--- src/rtl/gpio_funcs_pipe.sv ---
// rtl/gpio_funcs_pipe.sv - pipelined per-lane add/sub/xor/and unit with valid/ready flow control
// Optional feature macro: GPIO_FUNCS_SAT_EN (saturating ADD/SUB when defined).
module gpio_funcs_pipe #(
    parameter int DW  = 8,
    parameter int NCH = 4,
    parameter int LAT = 2
) (
    input  logic              clk,
    input  logic              nreset,
    input  logic              in_valid,
    output logic              in_ready,
    input  logic [1:0]        in_op,
    input  logic [NCH*DW-1:0] in_a,
    input  logic [NCH*DW-1:0] in_b,
    output logic              out_valid,
    input  logic              out_ready,
    output logic [NCH*DW-1:0] out_data,
    output logic [NCH-1:0]    out_flag,
    output logic [15:0]       out_count,
    output logic              busy
);

    localparam logic [1:0] OP_ADD = 2'b00;
    localparam logic [1:0] OP_SUB = 2'b01;
    localparam logic [1:0] OP_XOR = 2'b10;

    logic [NCH*DW-1:0] lane_res;
    logic [NCH-1:0]    lane_flag;

    logic [LAT-1:0]    stg_valid;
    logic [LAT-1:0]    stg_load;
    logic [NCH*DW-1:0] stg_data [LAT];
    logic [NCH-1:0]    stg_flag [LAT];
    logic [15:0]       count_q;

    // Per-lane operation; each lane is isolated so no carry crosses lanes.
    always_comb begin
        logic [DW-1:0] a_l;
        logic [DW-1:0] b_l;
        logic [DW:0]   sum;
        logic [DW:0]   diff;
        logic [DW-1:0] r;
        logic          f;
        lane_res  = '0;
        lane_flag = '0;
        for (int i = 0; i < NCH; i++) begin
            a_l  = in_a[i*DW +: DW];
            b_l  = in_b[i*DW +: DW];
            sum  = {1'b0, a_l} + {1'b0, b_l};
            diff = {1'b0, a_l} - {1'b0, b_l};
            r    = '0;
            f    = 1'b0;
            case (in_op)
                OP_ADD: begin
                    f = sum[DW];
`ifdef GPIO_FUNCS_SAT_EN
                    r = f ? {DW{1'b1}} : sum[DW-1:0];
`else
                    r = sum[DW-1:0];
`endif
                end
                OP_SUB: begin
                    f = diff[DW];
`ifdef GPIO_FUNCS_SAT_EN
                    r = f ? '0 : diff[DW-1:0];
`else
                    r = diff[DW-1:0];
`endif
                end
                OP_XOR: begin
                    r = a_l ^ b_l;
                    f = (r == '0);
                end
                default: begin
                    r = a_l & b_l;
                    f = (r == '0);
                end
            endcase
            lane_res[i*DW +: DW] = r;
            lane_flag[i]         = f;
        end
    end

    // A stage may load when it is empty or its contents move on; bubbles collapse.
    always_comb begin
        stg_load = '0;
        stg_load[LAT-1] = !stg_valid[LAT-1] || out_ready;
        for (int k = LAT-2; k >= 0; k--) begin
            stg_load[k] = !stg_valid[k] || stg_load[k+1];
        end
    end

    assign in_ready = stg_load[0];

    // Pipeline registers: stage 0 captures results, later stages shift forward.
    always_ff @(posedge clk or negedge nreset) begin
        if (!nreset) begin
            stg_valid <= '0;
            for (int k = 0; k < LAT; k++) begin
                stg_data[k] <= '0;
                stg_flag[k] <= '0;
            end
        end else begin
            if (stg_load[0]) begin
                stg_valid[0] <= in_valid;
                if (in_valid) begin
                    stg_data[0] <= lane_res;
                    stg_flag[0] <= lane_flag;
                end
            end
            for (int k = 1; k < LAT; k++) begin
                if (stg_load[k]) begin
                    stg_valid[k] <= stg_valid[k-1];
                    if (stg_valid[k-1]) begin
                        stg_data[k] <= stg_data[k-1];
                        stg_flag[k] <= stg_flag[k-1];
                    end
                end
            end
        end
    end

    // Completed-transfer counter, wraps naturally at 16 bits.
    always_ff @(posedge clk or negedge nreset) begin
        if (!nreset) begin
            count_q <= '0;
        end else if (stg_valid[LAT-1] && out_ready) begin
            count_q <= count_q + 16'd1;
        end
    end

    assign out_valid = stg_valid[LAT-1];
    assign out_data  = stg_data[LAT-1];
    assign out_flag  = stg_flag[LAT-1];
    assign out_count = count_q;
    assign busy      = |stg_valid;

endmodule

--- config.mk ---
export PLATFORM = sky130hd
export DESIGN_NAME = gpio_funcs_pipe
export DESIGN_NICKNAME = d
export VERILOG_FILES = /design/src/rtl/gpio_funcs_pipe.sv
export SDC_FILE = /design/constraint.sdc
export NUM_CORES = 1
export LEC_CHECK = 0
export CORE_MARGIN = 5
export CORE_UTILIZATION = 43
export CTS_BUF_LIST = sky130_fd_sc_hd__clkbuf_16
export CTS_CLUSTER_DIAMETER = 50
export DETAILED_ROUTE_END_ITERATION = 7
export GPL_TIMING_DRIVEN = 0
export PLACE_DENSITY = 0.67
export SLEW_MARGIN = 25
export SYNTH_ARGS = -nofsm -noshare
export SYNTH_HDL_FRONTEND = slang
export SYNTH_SLANG_ARGS = --single-unit
--- constraint.sdc ---
create_clock -name clk -period 3.58 [get_ports clk]
set_input_delay 0.716 -clock clk [delete_from_list [all_inputs] [get_ports clk]]
set_output_delay 0.716 -clock clk [all_outputs]
set_load 0.01 [all_outputs]
==> results.ini, run 1 <==
[clocking]
post_cts_buffers = 0
clock_sinks = 90
h-tree-depth = 3
cts_buffers = 9
cts_root_buffer = clkbuf_16
cts_hold_buffers = 0
clockBufferDepth = 2
clk_latency_ns = 0.35
post_cts_resized = 0
cts.reportedPaths.clkPinSlew_ns = 0.07
cts_tree = yes

[floorplan]
die_y_um = 141
die_area_um2 = 19900
die_w_um = 141
initial_core_util_pct = 43.2
core_area_um2 = 17100
io_pins = 125
row_count = 48

[synthesis]
avgSynthCellArea_um2 = 8.78
synth-compound-area-share_pct = 19.3
synth_commonest_cells = dfrtp_1, nand2_1, ha_1
syn_inst = 843
mappedNetlistNets = 988
netlist_area_um2 = 7400
synthArstFlopShare_pct = 100
synthAdderAreaFrac_pct = 13.5
synth_seq_cells = 90
synth_top_family_by_area = compound AO/OA/AOI/OAI gates
synth_area_leaders = dfrtp_1, ha_1, mux2_2, buf_4, nand2_1
synth-simple-area-share_pct = 16.0
synth-main-ff-cell = dfrtp_1
synth-xor-area-share_pct = 2.84
synth.top_cell.area_share_pct = 30.4
ys_types = 66
synth.area.mux_share_pct = 8.39
synthMostInstantiatedCell = dfrtp_1
yosysWarnings = 0
synth_edf_count = 0
ys_seq_area_share_pct = 30.4
synth_top_area_cell = dfrtp_1

[power]
p_seq_share_pct = 35.3
ir_worst_vdd_mv = 0.291
power_switching_mw = 1.31
clockPowerShare_pct = 24.8
total_power_mw = 4.00
swShare_pct = 32.8
leakage_nw = 4.09
power.density_nw_per_um2 = 432
internal_power_mw = 2.68
combPwrFrac_pct = 39.9

[outcome]
run_status = complete, no violations

[setup_path]
crit_slowest_cell = o311ai_0
crit_chain = clkdlybuf4s50_1 -> ha_1 -> inv_1 -> fa_1 -> o21bai_1 -> a21oi_1 -> o311ai_0 -> mux2i_1 -> nor2_1 -> o31ai_1
critPathLaunch = in_b[24]
cp_num_buf_inv = 2
timing.rr.start = stg_valid[1]
cpPeakStageDelay_ns = 0.57
worst_setup_path_end_kind = flip-flop
setup.worst_path.start_class = primary input
cp_top_family = compound AO/OA/AOI/OAI gates
cp.required_ns = 3.84
crit_type = primary input to flip-flop
critPathArrivalTime_ns = 3.35
cp_max_fo = 4

[detailed_routing]
wl_mm = 22.0
drt_iter0_drc = 612
antenna_left = 0
vias = 6832
drt_first_pass_iters = 5
wire_per_inst_um = 18.2
post-route-drc-count = 0
viasPerCell = 5.66

[global_routing]
grt_max_degree = 56
grt_pass1_wl_mm = 34.9
grt_overflow = 0
grt_pass1_vias = 6634
grt.total_usage_pct = 22.1
antenna_found_initial = 0

[timing]
fin_crit_sh_pct = 86.4
worst_hold_slack_ns = 0.257
tns_ns = 0
rsz0062_at_grt = no
finalWorstSetupSlack_ns = 0.486
setup_viol = 0
final-hold-violation-count = 0
relSlewSlack_pct = 44.6
worst_pin_slew_ns = 0.831
layout_min_cycle_time_ns = 3.09
skew_ns = 0.00832
slew_violations = 0
fmax_mhz = 323

[run]
drv_cap = 0

[finish]
fin_cells = 1208
antenna_cells = 0
drive_gt1_share_pct = 11.4
fin_util_pct = 54.0
final_nets = 1123
final_area_um2 = 9240
syn_to_final_growth_pct = 24.9

[placed_design]
hpwlAfterDp_mm = 16.5
place_area_um2 = 8940
dpl.cell_count = 1192
post-place-ws_ns = 0.193
gp_congestion = 0.947
io_buffers = 123

[min_path]
hp-class = primary input to asynchronous set/reset pin

[power by group through the flow]
stage          Clock, mW  Combinational, mW  Sequential, mW
2_1_floorplan          0              0.944            1.40
3_3_place_gp           0               1.57            1.42
3_5_place_dp           0               1.59            1.43
4_1_cts             1.01               1.60            1.41
5_1_grt             1.05               1.74            1.44
6_report           0.992               1.60            1.41
[placed cells by master (no fill, tap or decap), types with 9 or more instances in the layout]
| cell type | instances |
|---|---|
| a21oi_1 | 46 |
| nor2b_1 | 13 |
| nor3_1 | 23 |
| a31oi_1 | 9 |
| clkbuf_1 | 29 |
| nand3_1 | 9 |
| nand4_1 | 12 |
| mux2_2 | 38 |
| nand2b_1 | 14 |
| dfrtp_1 | 90 |
| clkbuf_16 | 9 |
| a21o_1 | 9 |
| nor4_1 | 11 |
| xnor2_1 | 18 |
| o21ai_0 | 47 |
| o21a_1 | 10 |
| nand2_1 | 70 |
| nor2_1 | 65 |
| ha_1 | 67 |
| inv_1 | 64 |
| clkdlybuf4s50_1 | 122 |
| o31ai_1 | 9 |
| buf_4 | 36 |
[cell type report]
class / count / area, um2
multi-input cells: 606 / 4440
well taps: 225 / 282
plain buffers: 82 / 460
fillers: 1656 / 7870
flip-flops and latches: 90 / 2250
inverters: 65 / 244
clock inverters: 7 / 76.3
clock buffers: 9 / 225
repair buffers: 124 / 1260
[worst reg2reg max path: stages (launching register included)]
cell and delay [ns]:
dfrtp_1 0.42, nand3b_1 0.19, nand2_1 0.33, clkbuf_1 0.53, buf_1 0.60, nand2_1 0.14
o41ai_1 0.11
[path summary, 6_finish.rpt]
check | cells past startpoint | endpoint | slack [ns]
max in group asynchronous | 2 | stg_data[43] | 2.74
setup reg to reg | 6 | stg_data[35] | 1.14
min in group clk | 1 | out_count[15] | 0.47
hold / removal | 1 | out_data[25] | 0.26
setup / recovery | 10 | stg_data[62] | 0.49
hold reg to reg | 1 | out_count[15] | 0.47
[logic make-up after synthesis]
family                   count (synthesis)
adder cells (fa/ha/maj)                 75
multiplexers                            51
buffers and inverters                  147
AO/OA/AOI/OAI                          211
flip-flops                              90
AND/OR/NAND/NOR                        245
XOR/XNOR                                24
[sequential cells by signal, indices dropped and copies added (netlist names)]
name / count
out_data: 32
stg_data: 32
out_count: 16
out_flag: 4
stg_flag: 4
stg_valid: 2
[layer usage]
metal / share of wire (%) / up-vias / GRT usage, % / wire length, um
met5: 0 / - / 0 / 0
met2: 46 / 305 / 35.8 / 10000
met1: 44 / 3245 / 29.7 / 9760
li1: - / 3231 / - / -
met4: 2.6 / 0 / 7.50 / 568
met3: 7.5 / 51 / 3.97 / 1660
Note: power is estimated with default switching activity, not from simulation.
==> inputs of run 2 (changes only) <==
--- a/config.mk
+++ b/config.mk
@@ -5,13 +5,16 @@
 export SDC_FILE = /design/constraint.sdc
 export NUM_CORES = 1
 export LEC_CHECK = 0
+export CELL_PAD_IN_SITES_DETAIL_PLACEMENT = 0
+export CELL_PAD_IN_SITES_GLOBAL_PLACEMENT = 1
 export CORE_MARGIN = 5
-export CORE_UTILIZATION = 43
+export CORE_UTILIZATION = 37
 export CTS_BUF_LIST = sky130_fd_sc_hd__clkbuf_16
 export CTS_CLUSTER_DIAMETER = 50
 export DETAILED_ROUTE_END_ITERATION = 7
 export GPL_TIMING_DRIVEN = 0
-export PLACE_DENSITY = 0.67
+export PLACE_DENSITY_LB_ADDON = 0.1
+export SKIP_CTS_REPAIR_TIMING = 1
 export SLEW_MARGIN = 25
 export SYNTH_ARGS = -nofsm -noshare
 export SYNTH_HDL_FRONTEND = slang
==> constraint.sdc (replaced) <==
create_clock -name clk -period 2.6 [get_ports clk]
set_input_delay 0.52 -clock clk [delete_from_list [all_inputs] [get_ports clk]]
set_output_delay 0.52 -clock clk [all_outputs]
set_load 0.01 [all_outputs]
==> run 2 against run 1 <==
Net effect:
- power up 37%
- utilization down 5.4 points
- first-iteration DRC count down 28%
- hold slack worse by 0.25 ns
- combinational power up 42%
- routed wire length up 7.0%
- critical path depth down 3
- highest routed layer unchanged
- cell area up 3.0%
- sequential share of layout area down 0.70 points
- count of clock-buffer cells in the layout unchanged
- sequential cell count unchanged
- setup slack worse by 0.43 ns
==> results.ini, run 2 (synthesis gave the netlist of run 1 again) <==
[setup_path]
setup.worst_path.start_class = primary input
cp_max_fo = 10
cp.required_ns = 2.88
crit_type = primary input to flip-flop
worst_setup_path_end_kind = flip-flop
critPathArrivalTime_ns = 2.82

[placed_design]
dpl.cell_count = 1232
gp_congestion = 0.894
hpwlAfterDp_mm = 17.7
place_area_um2 = 8990
io_buffers = 123
post-place-ws_ns = -0.592

[detailed_routing]
viasPerCell = 5.36
wire_per_inst_um = 18.9
drt_first_pass_iters = 5
vias = 6686
wl_mm = 23.5
antenna_left = 0
drt_iter0_drc = 440
post-route-drc-count = 0

[timing]
fin_crit_sh_pct = 97.7
setup_viol = 0
layout_min_cycle_time_ns = 2.54
rsz0062_at_grt = yes
worst_pin_slew_ns = 0.862
tns_ns = 0
slew_violations = 0
worst_hold_slack_ns = 0.00606
final-hold-violation-count = 0
fmax_mhz = 394
relSlewSlack_pct = 42.5
skew_ns = 0.00671
finalWorstSetupSlack_ns = 0.0597

[global_routing]
grt_overflow = 0
grt_max_degree = 67
antenna_found_initial = 0
grt_pass1_vias = 6474
grt.total_usage_pct = 20.4
grt_pass1_wl_mm = 35.7

[finish]
antenna_cells = 0
final_common_cell = clkdlybuf4s50_1
fin_cells = 1248
final_nets = 1124
fin_util_pct = 48.6
seq_area_um2 = 2250
final_area_um2 = 9520
multiInputGateArea_um2 = 4650
fillers = 1947
drive_gt1_share_pct = 15.8
final_cell_mix = clkdlybuf4s50_1, dfrtp_1, nand2_1
syn_to_final_growth_pct = 28.6

[power]
total_power_mw = 5.48
power.density_nw_per_um2 = 576
ir_worst_vdd_mv = 0.359
leakage_nw = 4.21

[floorplan]
initial_core_util_pct = 37.8
row_count = 51
die_area_um2 = 22900
die_y_um = 151
core_area_um2 = 19600
io_pins = 125
die_w_um = 151

[clocking]
cts_buffers = 9
cts_root_buffer = clkbuf_16
clock_sinks = 90
cts_tree = yes
clockBufferDepth = 2
cts.reportedPaths.clkPinSlew_ns = 0.07
h-tree-depth = 3
clk_latency_ns = 0.36

[min_path]
hp-class = primary input to asynchronous set/reset pin

[outcome]
run_status = complete, no violations

[run]
drv_cap = 0

## run 2: cell count changes in the layout (fill, tap and decap cells not counted), moves of 6 or more
| cell | before | now |
|---|---|---|
| clkbuf_1 | 29 | 19 |
| clkbuf_2 | 0 | 9 |
| clkdlybuf4s50_1 | 122 | 115 |
| dlymetal6s2s_1 | 0 | 7 |
| ha_1 | 67 | 61 |
## run 2: final timing paths
path,startpoint,endpoint,slack (ns),cells after the start
max,in_op[1],stg_flag[4],0.06,7
min,nreset,out_data[24],0.006,1
max reg2reg,stg_valid[1],stg_data[53],0.44,6
min reg2reg,out_count[15],out_count[15],0.47,1
max in group asynchronous,nreset,stg_data[43],1.98,2
min in group clk,out_count[15],out_count[15],0.47,1
## run 2: metal layers
metal | wire [um] | global-route usage, % | vias to the layer above
li1 | - | - | 3244
met1 | 10600 | 27.6 | 3203
met2 | 11300 | 34.4 | 209
met3 | 1300 | 2.96 | 30
met4 | 372 | 4.71 | 0
met5 | 0 | 0 | -
## run 2: critical path, cell delays in order
cell and delay (ns):
clkdlybuf4s50_1 0.52, clkbuf_1 0.49, nand2_1 0.34, or4_1 0.56
o311ai_0 0.12, a31oi_1 0.07, a31oi_1 0.19
## run 2: layout make-up
class	count	area share [%]
Timing Repair Buffer	127	13.7
Clock inverter	6	0.539
Sequential cell	90	23.7
Inverter	65	2.56
Multi-Input combinational cell	606	48.8
Buffer	80	4.89
Clock buffer	9	2.37
Tap cell	265	3.48
## run 2: power breakdown
part,total [mW],internal [mW],switching [mW]
Clock,1.26,0.656,0.605
Combinational,2.28,1.25,1.03
Sequential,1.94,1.73,0.214
Total,5.48,3.63,1.85
